### src/rtl/mem_port_arbiter.sv
// Arbiter sharing one single-ported backing memory between instruction fetch
// (IF) and load/store (D). One transaction is in flight at a time. D has
// fixed priority, and a starvation counter forces an IF grant after
// STARVE_LIMIT consecutive lost fetch arbitrations.
module mem_port_arbiter #(
  parameter int ADDR_W       = 32,
  parameter int DATA_W       = 32,
  parameter int STARVE_LIMIT = 4
) (
  input  logic                clock_i,
  input  logic                reset_i,
  // Fetch port
  input  logic                if_req_i,
  input  logic [ADDR_W-1:0]   if_addr_i,
  output logic [DATA_W-1:0]   if_rdata_o,
  output logic                if_ready_o,
  // Data port
  input  logic                d_req_i,
  input  logic                d_we_i,
  input  logic [DATA_W/8-1:0] d_be_i,
  input  logic [ADDR_W-1:0]   d_addr_i,
  input  logic [DATA_W-1:0]   d_wdata_i,
  output logic [DATA_W-1:0]   d_rdata_o,
  output logic                d_ready_o,
  // Pipeline hold terms
  output logic                stall_if_o,
  output logic                stall_mem_o,
  // Backing memory
  output logic                mem_req_o,
  output logic                mem_we_o,
  output logic [DATA_W/8-1:0] mem_be_o,
  output logic [ADDR_W-1:0]   mem_addr_o,
  output logic [DATA_W-1:0]   mem_wdata_o,
  input  logic [DATA_W-1:0]   mem_rdata_i,
  input  logic                mem_rvalid_i
);

  localparam int BE_W  = DATA_W / 8;
  localparam int CNT_W = (STARVE_LIMIT > 0) ? $clog2(STARVE_LIMIT + 1) : 1;
  localparam logic [CNT_W-1:0] CNT_MAX  = CNT_W'(STARVE_LIMIT);
  localparam bit               BOOST_EN = (STARVE_LIMIT != 0);

  typedef enum logic [1:0] {
    IDLE,
    WAIT_IF,
    WAIT_D
  } state_e;

  state_e              state_q,      state_d;
  logic [CNT_W-1:0]    starve_cnt_q, starve_cnt_d;
  logic                if_ready_q,   if_ready_d;
  logic                d_ready_q,    d_ready_d;
  logic [DATA_W-1:0]   if_rdata_q,   if_rdata_d;
  logic [DATA_W-1:0]   d_rdata_q,    d_rdata_d;
  logic                mem_req_q,    mem_req_d;
  logic                mem_we_q,     mem_we_d;
  logic [BE_W-1:0]     mem_be_q,     mem_be_d;
  logic [ADDR_W-1:0]   mem_addr_q,   mem_addr_d;
  logic [DATA_W-1:0]   mem_wdata_q,  mem_wdata_d;

  logic if_elig, d_elig, boost, grant_if, grant_d;

  // A requester whose completion pulse is high this cycle is not re-granted.
  assign if_elig = if_req_i & ~if_ready_q;
  assign d_elig  = d_req_i  & ~d_ready_q;
  assign boost   = BOOST_EN && (starve_cnt_q == CNT_MAX);

  // Next-state, grant decision, command capture and completion handling.
  always_comb begin
    // NOTE: every signal gets a default before the case so that no path
    // leaves one unassigned; a missing default would infer a latch.
    state_d      = state_q;
    starve_cnt_d = starve_cnt_q;
    if_ready_d   = 1'b0;
    d_ready_d    = 1'b0;
    if_rdata_d   = if_rdata_q;
    d_rdata_d    = d_rdata_q;
    mem_req_d    = 1'b0;
    mem_we_d     = mem_we_q;
    mem_be_d     = mem_be_q;
    mem_addr_d   = mem_addr_q;
    mem_wdata_d  = mem_wdata_q;
    grant_if     = 1'b0;
    grant_d      = 1'b0;

    unique case (state_q)
      IDLE: begin
        grant_if = if_elig & (~d_elig | boost);
        grant_d  = d_elig & ~grant_if;
        if (grant_if) begin
          state_d      = WAIT_IF;
          starve_cnt_d = '0;
          mem_req_d    = 1'b1;
          mem_we_d     = 1'b0;
          mem_be_d     = {BE_W{1'b1}};
          mem_addr_d   = if_addr_i;
          mem_wdata_d  = '0;
        end else if (grant_d) begin
          state_d     = WAIT_D;
          mem_req_d   = 1'b1;
          mem_we_d    = d_we_i;
          mem_be_d    = d_be_i;
          mem_addr_d  = d_addr_i;
          mem_wdata_d = d_wdata_i;
          // Fetch lost a contested arbitration.
          if (if_elig && (starve_cnt_q != CNT_MAX)) begin
            starve_cnt_d = starve_cnt_q + CNT_W'(1);
          end
        end
      end
      WAIT_IF: begin
        if (mem_rvalid_i) begin
          state_d    = IDLE;
          if_ready_d = 1'b1;
          if_rdata_d = mem_rdata_i;
        end
      end
      WAIT_D: begin
        if (mem_rvalid_i) begin
          state_d   = IDLE;
          d_ready_d = 1'b1;
          // The issued command is still held, so mem_we_q names the op.
          if (!mem_we_q) begin
            d_rdata_d = mem_rdata_i;
          end
        end
      end
      default: state_d = IDLE;
    endcase
  end

  // State and registered outputs; synchronous reset drops any transaction.
  always_ff @(posedge clock_i) begin
    // NOTE: sequential state uses non-blocking assignments so every register
    // samples pre-edge values regardless of statement order.
    if (reset_i) begin
      state_q      <= IDLE;
      starve_cnt_q <= '0;
      if_ready_q   <= 1'b0;
      d_ready_q    <= 1'b0;
      if_rdata_q   <= '0;
      d_rdata_q    <= '0;
      mem_req_q    <= 1'b0;
      mem_we_q     <= 1'b0;
      mem_be_q     <= '0;
      mem_addr_q   <= '0;
      mem_wdata_q  <= '0;
    end else begin
      state_q      <= state_d;
      starve_cnt_q <= starve_cnt_d;
      if_ready_q   <= if_ready_d;
      d_ready_q    <= d_ready_d;
      if_rdata_q   <= if_rdata_d;
      d_rdata_q    <= d_rdata_d;
      mem_req_q    <= mem_req_d;
      mem_we_q     <= mem_we_d;
      mem_be_q     <= mem_be_d;
      mem_addr_q   <= mem_addr_d;
      mem_wdata_q  <= mem_wdata_d;
    end
  end

  assign if_ready_o  = if_ready_q;
  assign d_ready_o   = d_ready_q;
  assign if_rdata_o  = if_rdata_q;
  assign d_rdata_o   = d_rdata_q;
  assign mem_req_o   = mem_req_q;
  assign mem_we_o    = mem_we_q;
  assign mem_be_o    = mem_be_q;
  assign mem_addr_o  = mem_addr_q;
  assign mem_wdata_o = mem_wdata_q;
  assign stall_if_o  = if_req_i & ~if_ready_q;
  assign stall_mem_o = d_req_i & ~d_ready_q;

endmodule

### config.mk
export PLATFORM = sky130hd
export DESIGN_NAME = mem_port_arbiter
export DESIGN_NICKNAME = d
export VERILOG_FILES = /design/src/rtl/mem_port_arbiter.sv
export SDC_FILE = /design/constraint.sdc
export NUM_CORES = 1
export LEC_CHECK = 0
export BUFFER_PORTS_ARGS = -buffer_cell sky130_fd_sc_hd__buf_2
export CAP_MARGIN = 20
export CORE_UTILIZATION = 49
export DETAILED_ROUTE_END_ITERATION = 8
export GPL_TIMING_DRIVEN = 0
export PLACE_DENSITY_LB_ADDON = 0.15
export SYNTH_ARGS = -nofsm -noshare
export SYNTH_HDL_FRONTEND = slang
export SYNTH_SLANG_ARGS = --single-unit
### constraint.sdc
create_clock -name clock_i -period 2.38 [get_ports clock_i]
set_input_delay 0.357 -clock clock_i [delete_from_list [all_inputs] [get_ports clock_i]]
set_output_delay 0.357 -clock clock_i [all_outputs]
set_load 0.02 [all_outputs]
==> flow_summary.toml <==
[power_and_ir_drop]
vdd_drop_max_mv = 0.581
p_switching_w = 0.00182
p_sw_frac = 0.267
powerDensity_nw_per_um2 = 897
leakage_nw = 3.55
p_clk_frac = 0.442
internal_power_w = 0.00499
power_frac_seq = 0.385
power_frac_comb = 0.174

[logic_synthesis]
synth-async-reset-ratio = 0
synthCells = 668
yosys-top-cells-count = "nand2_1, dfxtp_1, a21oi_1"
synth.distinct_cells = 31
synth-seq-cells = 141
yosys.area.top_type_share = 0.526
synth_fp_nets = 811
yosys.area.top_type = "dfxtp_1"
syn_area_um2 = 5370
yosysWarnings = 0
yosysMostFrequentCell = "nand2_1"
synth_seq_area_share = 0.526
synth_edf_count = 0
syn-mean-instance-area_um2 = 8.04
synth_flop_cell = "dfxtp_1"
synth_area_leaders = "dfxtp_1, nand2_1, a21oi_1"

[detailed_routing]
drt_pass1_iterations = 7
viasPerCell = 5.09
vias = 5649
detail-route-antenna-nets = 0
finalWirelength_um = 16300
drc_errors = 0
wl_per_cell_um = 14.7
dr.first_iter.drc_count = 341

[clock_tree]
ctsLongestPathBuffers = 2
postCtsHoldBufs = 0
cts_resized = 0
cts_tree = "built"
cts_inserted_buffers = 17
clk_pin_slew_ps = 60
clkSinkCount = 141
htree_levels = 4
cts-root-buf = "clkbuf_8"
post-cts-setup-buffers = 0
clk_latency_ps = 520

[sta]
fin_crit_ps = 1860
finClkSkew_ps = 6.65
post-route-period-util = 0.782
setup_tns_ps = 0
whs_ps = 75.2
worst_pin_slew_ps = 626
finalSetupViolations = 0
setup_ws_ps = 520
rsz0062_at_grt = "no"
timing.slew.headroom = 0.583
hold_violations = 0
fmax_ghz = 0.538
slew_violations = 0

[critical_path]
cp.depth = 6
required_ps = 2810
r2r_slack_ps = 520
end_kind = "flip-flop"
crit_path_max_fanout = 10
startpoint_type = "flip-flop"
cp.buffers_inverters = 2
max_stage_delay_ps = 410
startpoint = "state_q[1]"
r2r-end = "mem_wdata_o[4]"
cp_slowest_cell = "a21boi_2"
worstPathArrival_ps = 2290
r2r-start = "state_q[1]"
reg2reg_depth = 6
crit_path_cell_trace = "inv_1 > ha_1 > a21boi_2 > buf_2 > nand3_1 > a21oi_1"
crit_type = "flip-flop to flip-flop"
critPathTopFamily = "compound AO/OA/AOI/OAI gates"

[global_routing]
grt.overflow.total = 0
grt_pass1_vias = 5354
grt_max_degree = 17
grt_pass1_wl_um = 25800
track_usage = 0.287
antenna_found_initial = 0

[worst_hold_path]
hold-path-cell-count = 3
min_to = "mem_be_o[3]"
worstHoldStart = "d_be_i[3]"
hp-class = "input port to flip-flop"

[die]
initial_core_util = 0.513
die_w_um = 107
io_pins = 276
row_count = 37
die_h_um = 107
core_area_um2 = 10500
die_area_um2 = 11400

[final_layout]
antenna_cells = 0
drive_gt1_frac = 0.357
fill_cells = 906
num-nets-final = 1104
area_growth_pct = 41.4

[placement]
gp_congestion = 0.845
io_buffer_count = 274
post-place-ws_ps = 453
dp_hpwl_um = 11900

[outcome]
outcome = "complete, no violations"

[flow_run]
cap_violations = 0
## power by group through the flow
stage	Sequential [W]	Combinational, W	Clock [W]
floorplan	0.00288	0.000521	0
global placement	0.00266	0.00117	0
detailed placement	0.00267	0.00118	0
CTS	0.00262	0.00119	0.00305
global route	0.00264	0.00129	0.00317
finish	0.00262	0.00118	0.00301
## sequential cells by signal (all words and copies together), names as in the netlist
name,flops
d_rdata_o,32
d_ready_o,1
if_rdata_o,32
if_ready_o,1
mem_addr_o,32
mem_be_o,4
mem_req_o,1
mem_wdata_o,32
mem_we_o,1
starve_cnt_q,3
state_q,2
## cells in the final DEF, fill, tap and decap left out, types with 2 or more instances in the layout
cell       netlist  routed
nand2_1        201     201
inv_1            4       4
ha_1             5       5
clkbuf_16        0      16
nand4_1          2       2
or2_2            2       2
a211oi_1        22      22
clkbuf_1        29      31
clkbuf_8         0       5
o32ai_1          2       2
buf_2           20     294
bufinv_16        0       6
nand3_1         33      33
buf_4            4       4
a21oi_1        133     133
a211oi_2        10      10
clkinv_4         0       2
nor2_1          40      40
nand2b_4         2       2
o22ai_1          4       4
dfxtp_1        141     141
## how the worst max path moves through the flow
stage	slack (ps)	endpoint
2_1_floorplan	890	mem_addr_o[18]
3_3_place_gp	460	mem_wdata_o[3]
3_5_place_dp	450	mem_wdata_o[2]
4_1_cts	500	mem_wdata_o[2]
5_1_grt	380	mem_wdata_o[2]
6_report	520	mem_wdata_o[4]
## logic make-up (layout without fill, tap and decap cells)
kind of cell    Yosys count  after routing  synth area share
compound gates          178            178             0.198
buf+inv                  60            366            0.0513
simple gates            284            284             0.214
flops                   141            141             0.526
fa+ha+maj                 5              5            0.0117
## worst reg2reg max path, delay by kind of cell (launching register included)
kind,cells,cell delay [ps]
buffers and inverters,2,420
AOI/OAI and AO/OA,2,600
adders and majority gates,1,330
DFF,1,310
and+or+nand+nor,1,110
## stage by stage
step / cells / cell area (µm²) / power (W) / util
floorplan: 668 / 5370 / 0.00340 / -
global placement: 1078 / 6910 / 0.00383 / 0.660
detailed placement: 1078 / 6910 / 0.00385 / 0.660
CTS: 1110 / 7590 / 0.00685 / 0.726
global route: 1110 / 7590 / 0.00710 / 0.726
finish: 1110 / 7590 / 0.00681 / 0.726
## layer usage
| metal | wire [µm] | vias up | GRT usage |
|---|---|---|---|
| met4 | 399 | 0 | 0.122 |
| met5 | 0 | - | 0 |
| met2 | 8170 | 219 | 0.506 |
| li1 | - | 2822 | - |
| met3 | 1260 | 32 | 0.0851 |
| met1 | 6500 | 2576 | 0.322 |
## cell type report
class | count | area, µm² | share of cell area
Clock inverter | 9 | 205 | 0.0270
Multi-Input combinational cell | 467 | 2270 | 0.299
Inverter | 6 | 25.0 | 0.00330
Clock buffer | 23 | 477 | 0.0628
Timing Repair Buffer | 274 | 1370 | 0.181
Buffer | 54 | 250 | 0.0330
Sequential cell | 141 | 2820 | 0.372
Tap cell | 136 | 170 | 0.0224
Power figures use the tool's default switching activity.
